$ cat src/rtl/step_cnt.sv
// Bounded up/down counter with small/large steps, saturate-or-wrap limits and
// press-and-hold auto-repeat (initial delay, then a faster repeat period).
module step_cnt #(
   parameter int W       = 8,
   parameter int STEP_S  = 1,
   parameter int STEP_L  = 10,
   parameter int WRAP    = 0,
   parameter int RDW     = 24,
   parameter int REP_DLY = 12000000,
   parameter int REP_PER = 2000000
) (
   input  logic         RSTX,
   input  logic         CLK,
   input  logic [W-1:0] UBND,
   input  logic [W-1:0] LBND,
   input  logic         CLR,
   input  logic         LOAD,
   input  logic [W-1:0] LDAT,
   input  logic         INC_S,
   input  logic         INC_L,
   input  logic         DEC_S,
   input  logic         DEC_L,
   output logic [W-1:0] CNT,
   output logic         AT_MAX,
   output logic         AT_MIN,
   output logic         STEP_P
);

   typedef enum logic [1:0] {ST_IDLE = 2'd0, ST_HOLD = 2'd1, ST_REPEAT = 2'd2} state_t;
   typedef enum logic [2:0] {CMD_NONE = 3'd0, CMD_INC_S = 3'd1, CMD_INC_L = 3'd2,
                             CMD_DEC_S = 3'd3, CMD_DEC_L = 3'd4} cmd_t;

   localparam int             WP1     = W + 1;
   localparam logic [W:0]     STEP_SW = WP1'(STEP_S);
   localparam logic [W:0]     STEP_LW = WP1'(STEP_L);
   localparam logic [RDW-1:0] DLY_END = RDW'(REP_DLY - 1);
   localparam logic [RDW-1:0] PER_END = RDW'(REP_PER - 1);

   // Next count for one step; W+1-bit arithmetic so CNT+step and LBND+step never overflow.
   function automatic logic [W-1:0] f_step(input logic [W-1:0] cnt, input logic [W-1:0] ubnd,
                                           input logic [W-1:0] lbnd, input cmd_t cmd);
      logic [W:0] c, u, l, s, res;
      logic       inc;
      c = {1'b0, cnt};
      u = {1'b0, ubnd};
      l = {1'b0, lbnd};
      case (cmd)
         CMD_INC_S: begin s = STEP_SW; inc = 1'b1; end
         CMD_INC_L: begin s = STEP_LW; inc = 1'b1; end
         CMD_DEC_S: begin s = STEP_SW; inc = 1'b0; end
         CMD_DEC_L: begin s = STEP_LW; inc = 1'b0; end
         default:   begin s = {WP1{1'b0}}; inc = 1'b1; end
      endcase
      if (c > u) begin
         res = u;
      end else if (c < l) begin
         res = l;
      end else if (inc) begin
         if (c + s > u) res = (WRAP != 0) ? l : u;
         else           res = c + s;
      end else begin
         if (c < l + s) res = (WRAP != 0) ? u : l;
         else           res = c - s;
      end
      return res[W-1:0];
   endfunction

   function automatic logic [W-1:0] f_clamp(input logic [W-1:0] d, input logic [W-1:0] ubnd,
                                            input logic [W-1:0] lbnd);
      logic [W-1:0] res;
      if (d > ubnd)      res = ubnd;
      else if (d < lbnd) res = lbnd;
      else               res = d;
      return res;
   endfunction

   state_t         r_state;
   cmd_t           r_cmd;
   logic [RDW-1:0] r_timer;
   logic [W-1:0]   r_cnt;
   logic           r_step_p;

   cmd_t         w_cmd;
   logic         w_tmo;
   logic         w_fire;
   logic         w_bnd_ok;
   logic [W-1:0] w_stepped;

   // Command priority, repeat timeout and whether a step lands this cycle.
   always_comb begin
      w_cmd = CMD_NONE;
      if (INC_S)      w_cmd = CMD_INC_S;
      else if (INC_L) w_cmd = CMD_INC_L;
      else if (DEC_S) w_cmd = CMD_DEC_S;
      else if (DEC_L) w_cmd = CMD_DEC_L;
      else            w_cmd = CMD_NONE;

      case (r_state)
         ST_HOLD:   w_tmo = (r_timer == DLY_END);
         ST_REPEAT: w_tmo = (r_timer == PER_END);
         default:   w_tmo = 1'b0;
      endcase

      if (CLR || LOAD || (w_cmd == CMD_NONE)) begin
         w_fire = 1'b0;
      end else begin
         w_fire = (r_state == ST_IDLE) || (w_cmd != r_cmd) || w_tmo;
      end

      w_bnd_ok  = (LBND <= UBND);
      w_stepped = f_step(r_cnt, UBND, LBND, w_cmd);
   end

   // Repeat FSM, count register and step pulse.
   always_ff @(posedge CLK or negedge RSTX) begin
      if (!RSTX) begin
         r_state  <= ST_IDLE;
         r_cmd    <= CMD_NONE;
         r_timer  <= {RDW{1'b0}};
         r_cnt    <= {W{1'b0}};
         r_step_p <= 1'b0;
      end else begin
         r_step_p <= w_fire;
         if (CLR) begin
            r_cnt   <= LBND;
            r_state <= ST_IDLE;
            r_cmd   <= CMD_NONE;
            r_timer <= {RDW{1'b0}};
         end else if (LOAD) begin
            if (w_bnd_ok) r_cnt <= f_clamp(LDAT, UBND, LBND);
            else          r_cnt <= r_cnt;
            r_state <= ST_IDLE;
            r_cmd   <= CMD_NONE;
            r_timer <= {RDW{1'b0}};
         end else begin
            if (w_fire && w_bnd_ok) r_cnt <= w_stepped;
            else                    r_cnt <= r_cnt;
            case (r_state)
               ST_IDLE: begin
                  r_timer <= {RDW{1'b0}};
                  r_cmd   <= w_cmd;
                  if (w_cmd != CMD_NONE) r_state <= ST_HOLD;
                  else                   r_state <= ST_IDLE;
               end
               ST_HOLD, ST_REPEAT: begin
                  r_cmd <= w_cmd;
                  if (w_cmd == CMD_NONE) begin
                     r_state <= ST_IDLE;
                     r_timer <= {RDW{1'b0}};
                  end else if (w_cmd != r_cmd) begin
                     r_state <= ST_HOLD;
                     r_timer <= {RDW{1'b0}};
                  end else if (w_tmo) begin
                     r_state <= ST_REPEAT;
                     r_timer <= {RDW{1'b0}};
                  end else begin
                     r_state <= r_state;
                     r_timer <= r_timer + RDW'(1);
                  end
               end
               default: begin
                  r_state <= ST_IDLE;
                  r_cmd   <= CMD_NONE;
                  r_timer <= {RDW{1'b0}};
               end
            endcase
         end
      end
   end

   assign CNT    = r_cnt;
   assign STEP_P = r_step_p;
   assign AT_MAX = (r_cnt == UBND);
   assign AT_MIN = (r_cnt == LBND);

endmodule
$ cat config.mk
export PLATFORM = sky130hd
export DESIGN_NAME = step_cnt
export DESIGN_NICKNAME = d
export VERILOG_FILES = /design/src/rtl/step_cnt.sv
export SDC_FILE = /design/constraint.sdc
export NUM_CORES = 1
export LEC_CHECK = 0
export CORE_MARGIN = 2
export CORE_UTILIZATION = 59
export DETAILED_ROUTE_END_ITERATION = 10
export PLACE_DENSITY_LB_ADDON = 0.25
export SLEW_MARGIN = 40
export SYNTH_ARGS = -nofsm -noshare
export SYNTH_HDL_FRONTEND = slang
export SYNTH_SLANG_ARGS = --single-unit
$ cat constraint.sdc
create_clock -name CLK -period 4.5 [get_ports CLK]
set_input_delay 1.125 -clock CLK [delete_from_list [all_inputs] [get_ports CLK]]
set_output_delay 1.125 -clock CLK [all_outputs]
set_load 0.05 [all_outputs]
==> results of run 1 <==
[state kept, by name (all words and copies together) (netlist names)]
register	cells
CNT	8
r_timer	24
STEP_P	1
r_cmd	3
r_state	2
[final cells by class]
| cell class | count | area share (%) |
|---|---|---|
| clock buffers | 6 | 1.54 |
| inverters | 33 | 2.31 |
| flip-flops and latches | 38 | 17.7 |
| repair buffers | 92 | 14.7 |
| clock inverters | 2 | 0.233 |
| well taps | 99 | 2.31 |
| multi-input cells | 421 | 61.2 |
[cells by family after synthesis]
family	share of synthesized area, %
AOI/OAI and AO/OA	21.8
xor gates and xnor gates	8.38
adders and majority gates	21.0
buffers and inverters	4.67
DFF	22.2
muxes	0.993
and+or+nand+nor	21.0
[layout by cell type (no fill, tap or decap), types with 3 or more instances in the layout]
master,synthesis,final
xor2_1,18,18
o31ai_1,5,5
nand4_1,9,9
inv_1,33,33
a22oi_1,5,5
buf_4,0,51
nor2b_1,8,7
nor3_1,12,10
o21ai_1,2,4
o21ai_0,15,11
o21a_1,7,7
and4_1,3,3
a21oi_2,2,5
dfrtp_1,38,38
clkbuf_8,0,6
ha_1,67,65
nand3_1,21,20
a22o_1,5,5
nor2_1,52,50
nor3_2,1,3
xnor2_1,23,23
and3_1,11,10
clkdlybuf4s50_1,0,35
nand2_1,29,29
a31oi_1,13,11
a21o_1,10,10
o211ai_1,7,7
or3_1,4,4
a21oi_1,29,26
a211oi_2,1,6
[power groups by stage]
stage / clock network, mW / logic [mW] / registers (mW)
detailed placement: 0 / 0.782 / 0.405
CTS: 0.254 / 0.828 / 0.398
global route: 0.268 / 0.966 / 0.402
floorplan: 0 / 0.448 / 0.432
global placement: 0 / 0.766 / 0.405
finish: 0.256 / 0.898 / 0.400
[stage by stage]
stage	area (um^2)	setup WS [ns]	power [mW]
finish	5370	0.108	1.55
global route	5370	-0.0223	1.64
CTS	5250	0.00434	1.48
detailed placement	5060	-0.539	1.19
global placement	5060	-0.401	1.17
floorplan	4280	0.112	0.879
[worst min path at each step]
stage / slack, ns / from / to
2_1_floorplan: 0.47 / r_timer[0] / r_timer[0]
3_3_place_gp: 0.51 / r_timer[0] / r_timer[0]
3_5_place_dp: 0.52 / r_timer[0] / r_timer[0]
4_1_cts: 0.53 / r_timer[0] / r_timer[0]
5_1_grt: 0.55 / r_timer[0] / r_timer[0]
6_report: 0.54 / r_timer[0] / r_timer[0]
[per-layer routing]
| metal | GRT usage [%] | wire (um) | up-vias |
|---|---|---|---|
| li1 | - | - | 2047 |
| met1 | 47.6 | 5770 | 2092 |
| met2 | 56.6 | 6400 | 233 |
| met3 | 6.83 | 1270 | 43 |
| met4 | 12.3 | 381 | 0 |
| met5 | 0 | 0 | - |
[repair_timing]
action                     CTS  global route
gates resized for setup     20            26
setup endpoints to repair    7             8
setup buffers                6             3
pin swaps                   15            22
==> impl_metrics.csv, run 1 <==
group,metric,value,unit
status,status,"finished, final reports clean",
timing,max_freq,0.228,GHz
grt,grt_pass1_vias,4256,
placement,post-place-cells,675,
timing,period_share,97.6,%
grt,grt_max_degree,39,
floorplan,die_w,89.2,um
setup_path,cp-end-kind,"flip-flop",
floorplan,start_util,60.0,%
layout,instances_no_fill,691,
yosys,ys_top_cells_by_area,"dfrtp_1 22%, ha_1 20%, xnor2_1 4.7%",
routing,drc,0,
hold_path,hp-class,"flip-flop to flip-flop",
floorplan,die_height,89.2,um
yosys,yosysWarnings,0,
timing,slew_headroom,40.9,%
routing,wl,13800,um
yosys,yosysMostFrequentCell,"ha_1",
setup_path,rr_worst_depth,17,
layout,synthToLayoutAreaGrowth,25.4,%
layout,drive_gt1_share,17.9,%
setup_path,ff2ff_setup_slack,0.96,ns
layout,post-route-util,75.3,%
setup_path,cpPeakStageDelay,0.39,ns
yosys,synth_edf_count,0,
setup_path,r2r_end,"CNT[3]",
setup_path,cp_max_fo,4,
routing,drtPass1Iterations,5,
setup_path,path_cells,"dlygate4sd2_1 > a21o_1 > buf_4 > ha_2 > fa_2 > a31oi_4 > nor3_2 > xnor2_1 > ha_1 > and3_4 > nand3_2 > o211ai_1 > nand3_1 > a32o_2 > a211oi_2 > a31oi_1",
timing,fin_crit,4.39,ns
power,ir_drop,182,uV
timing,setup_tns,0,ns
power,seqPwrFrac,25.7,%
clocking,clk_pin_slew,0.08,ns
timing,setup_viol,0,
yosys,synth_top_area_share,22.2,%
timing,finalClockSkew,0.00951,ns
clocking,htree_num_levels,2,
job,maxCapViolations,0,
power,combPwrFrac,57.8,%
layout,fill_cells,564,
routing,wire_per_inst,20.0,um
timing,slew_viol_final,0,
setup_path,cp.depth,16,
yosys,async_reset_ff_share,100,%
grt,antenna_found_initial,0,
setup_path,cp-start-kind,"primary input",
power,power_frac_clock,16.5,%
yosys,netlist_instances,507,
power,p_leak,2.38,nW
yosys,syn_area_per_cell,8.45,um^2
hold_path,whs_path_depth,1,
clocking,clockBufferDepth,2,
floorplan,io_pins,43,
power,internal_power,880,uW
power,switching_power,674,uW
yosys,ys_top_cells_by_count,"67 x ha_1, 52 x nor2_1, 38 x dfrtp_1, 33 x inv_1",
yosys,dominantRegCellSynth,"dfrtp_1",
routing,ant_nets,0,
timing,worst_slew_pin_slew,0.877,ns
routing,viasPerCell,6.39,
yosys,netlist_area,4280,um^2
clocking,insertion_delay,0.30,ns
clocking,hold_buffers,0,
setup_path,crit_end,"CNT[4]",
yosys,yosysSeqAreaShare,22.2,%
floorplan,dieArea,7960,um^2
routing,vias,4415,
setup_path,required,4.67,ns
timing,whs,0.538,ns
layout,multi_input_area,3290,um^2
power,switching_share,43.4,%
placement,place_congestion,1.08,
clocking,cts_tree,"built",
setup_path,crit_buf_inv,2,
timing,hold_violations,0,
clocking,cts_buffers,5,
power,pwr_density_cell,289,nW/um^2
setup_path,rr_startpoint,"CNT[0]",
yosys,yosysTopAreaCell,"dfrtp_1",
grt,grt_pass1_wl,21100,um
layout,diodes,0,
placement,io_buffers,42,
setup_path,crit_start,"DEC_S",
setup_path,path_class,"primary input to flip-flop",
clocking,cts-root-buf,"clkbuf_8",
setup_path,worst_path_max_delay_cell,"fa_2",
yosys,yosysUniqueCellTypes,68,
yosys,synth_nets,609,
floorplan,core,7140,um^2
floorplan,num_rows,31,
grt,grt_use_total,35.3,%
clocking,numClockSinks,38,
layout,layout.area.seq,951,um^2
setup_path,cpLargestDelayFamily,"compound AO/OA/AOI/OAI gates",
setup_path,crit_arrival,4.56,ns
yosys,ys_ff_latch,38,
placement,hpwl,10500,um
layout,fin_nets,693,
grt,gr-total-overflow,0,
routing,drt_iter0_drc,458,
No activity file was read; power rests on OpenSTA's default activity.
==> run 2: changes to the inputs <==
--- a/config.mk
+++ b/config.mk
@@ -8,7 +8,7 @@
 export CORE_MARGIN = 2
 export CORE_UTILIZATION = 59
 export DETAILED_ROUTE_END_ITERATION = 10
-export PLACE_DENSITY_LB_ADDON = 0.25
+export PLACE_DENSITY = 0.89
 export SLEW_MARGIN = 40
 export SYNTH_ARGS = -nofsm -noshare
 export SYNTH_HDL_FRONTEND = slang
==> run 2 against run 1 <==
  * Sequential power up 2%
  * Clock power grew 39%
  * Design area is 0.70% higher
  * Critical endpoint is now CNT[6]
==> impl_metrics.csv, run 2 (synthesis results as in run 1) <==
group,metric,value,unit
grt,grtUsageMet3,7.20,%
clocking,cts_buffers,5,
routing,drt_iter0_drc,597,
layout,layout.area.seq,951,um^2
setup_path,crit_buf_inv,5,
hold_path,hp-class,"flip-flop to flip-flop",
status,status,"finished, final reports clean",
setup_path,cp_max_fo,4,
grt,grt_use_total,35.1,%
timing,max_freq,0.228,GHz
grt,top_usage_layer,"met2",
placement,hpwl,10100,um
setup_path,cp-start-kind,"primary input",
power,seqPwrFrac,24.4,%
job,maxCapViolations,0,
routing,viasPerCell,6.74,
clocking,clk_pin_slew,0.09,ns
power,internal_power,982,uW
grt,grt_pass1_vias,4433,
routing,vias,4643,
timing,fin_crit,4.39,ns
layout,mostFrequentLayoutCell,"ha_1",
setup_path,cpLargestDelayFamily,"compound AO/OA/AOI/OAI gates",
layout,largest_register,"r_timer",
floorplan,die_height,89.2,um
power,ir_drop,195,uV
grt,gr-total-overflow,0,
routing,drtPass1Iterations,7,
power,power_frac_clock,21.1,%
routing,drc,0,
timing,slew_headroom,39.2,%
setup_path,path_cells,"clkdlybuf4s15_1 > a21o_1 > ha_2 > inv_1 > fa_2 > and3b_2 > o211ai_1 > xnor2_1 > ha_1 > a21o_1 > a21oi_2 > o21a_2 > buf_4 > buf_4 > buf_4 > nand3_1 > o211ai_1 > a22oi_1 > a31oi_1",
floorplan,dieArea,7960,um^2
power,switching_power,696,uW
layout,multi_input_area,3300,um^2
setup_path,cp-end-kind,"flip-flop",
routing,ant_nets,0,
floorplan,die_w,89.2,um
clocking,numClockSinks,38,
clocking,insertion_delay,0.30,ns
layout,fin_nets,691,
grt,grt_max_degree,39,
setup_path,cpPeakStageDelay,0.36,ns
timing,period_share,97.6,%
layout,diodes,0,
clocking,cts_tree,"built",
power,p_leak,2.42,nW
clocking,cts-root-buf,"clkbuf_8",
timing,finalClockSkew,0.00987,ns
clocking,clockBufferDepth,2,
floorplan,start_util,60.0,%
layout,drive_gt1_share,17.6,%
timing,hold_violations,0,
timing,setup_tns,0,ns
layout,fill_cells,495,
power,combPwrFrac,54.4,%
timing,slew_viol_final,0,
power,pwr_density_cell,310,nW/um^2
routing,wl,14100,um
floorplan,io_pins,43,
grt,met2_usage,56.9,%
placement,post-place-cells,674,
placement,io_buffers,42,
setup_path,path_class,"primary input to flip-flop",
placement,dp_slack,-0.527,ns
grt,grt_pass1_wl,21500,um
timing,setup_ws,0.109,ns
setup_path,crit_arrival,4.62,ns
setup_path,path_common_cell,"buf_4",
setup_path,required,4.73,ns
power,switching_share,41.5,%
floorplan,core,7140,um^2
routing,wire_per_inst,20.4,um
clocking,htree_num_levels,2,
setup_path,worst_path_max_delay_cell,"fa_2",
timing,worst_slew_pin_slew,0.902,ns
floorplan,num_rows,31,
layout,final_cell_mix,"65 x ha_1, 51 x nor2_1, 51 x buf_4",
layout,largest_reg_flops,24,
layout,instances_no_fill,689,
grt,use_met1,43.7,%
timing,setup_viol,0,
layout,synthToLayoutAreaGrowth,26.3,%
placement,place_congestion,1.03,
grt,antenna_found_initial,0,
==> run 2: changes by cell type in the layout (fill, tap and decap cells not counted), sizes merged <==
cell | before | now
dlygate4sd2 | 2 | 0
dlymetal6s2s | 1 | 2
clkinvlp | 1 | 0
clkdlybuf4s15 | 0 | 1
buf | 53 | 51
clkdlybuf4s50 | 35 | 34
bufinv | 0 | 2
==> run 2: timing repair <==
action,CTS,global route
gates resized for setup,25,23
hold buffers,0,0
setup buffers,3,4
setup endpoints to repair,6,8
pin swaps,12,16
==> run 2: worst paths after layout <==
| check | from | to | slack [ns] | cells past startpoint |
|---|---|---|---|---|
| worst min-delay path | r_timer[0] | r_timer[0] | 0.52 | 1 |
| worst max-delay path | INC_S | CNT[6] | 0.11 | 19 |
| worst max register to register | CNT[1] | CNT[6] | 0.64 | 16 |
| max in group asynchronous | RSTX | r_timer[23] | 3.37 | 1 |
| min in group asynchronous | RSTX | CNT[2] | 0.78 | 1 |
| worst min register to register | r_timer[0] | r_timer[0] | 0.52 | 1 |
==> run 2: worst reg2reg max path, stage by stage, from the launching register on <==
cell      delay, ns
dfrtp_1        0.73
inv_1          0.15
fa_2           0.42
and3b_2        0.27
o211ai_1       0.12
xnor2_1        0.28
ha_1           0.31
a21o_1         0.18
a21oi_2        0.19
o21a_2         0.23
buf_4          0.14
buf_4          0.09
buf_4          0.11
nand3_1        0.07
o211ai_1       0.19
a22oi_1        0.15
a31oi_1        0.18
==> run 2: per-layer routing <==
layer  up-vias  wire, um
met5         -         0
met4         0       857
li1       2041         -
met2       331      6300
met1      2179      5330
met3        92      1590
==> run 2: power by group through the flow <==
stage	registers [mW]	clock network, mW	logic [mW]
2_1_floorplan	0.432	0	0.448
3_3_place_gp	0.411	0	0.734
3_5_place_dp	0.413	0	0.765
4_1_cts	0.407	0.352	0.818
5_1_grt	0.411	0.368	0.973
6_report	0.410	0.355	0.913
==> run 2: stage by stage <==
step                      util (%)  hold WS [ns]  cell area (um^2)  total power, mW
after detailed placement      70.8         0.508              5050             1.18
after floorplan                  -         0.475              4280            0.879
after global placement        70.8         0.503              5050             1.14
after global routing          75.8         0.554              5410             1.75
after CTS                     74.3         0.519              5300             1.58
final                         75.8         0.521              5410             1.68
==> run 2: cell type report <==
| cell class | instances | area share, % |
|---|---|---|
| well taps | 99 | 2.29 |
| clock inverters | 3 | 1.27 |
| inverters | 33 | 2.29 |
| multi-input cells | 421 | 61.1 |
| repair buffers | 90 | 14.2 |
| flip-flops and latches | 38 | 17.6 |
| clock buffers | 5 | 1.27 |
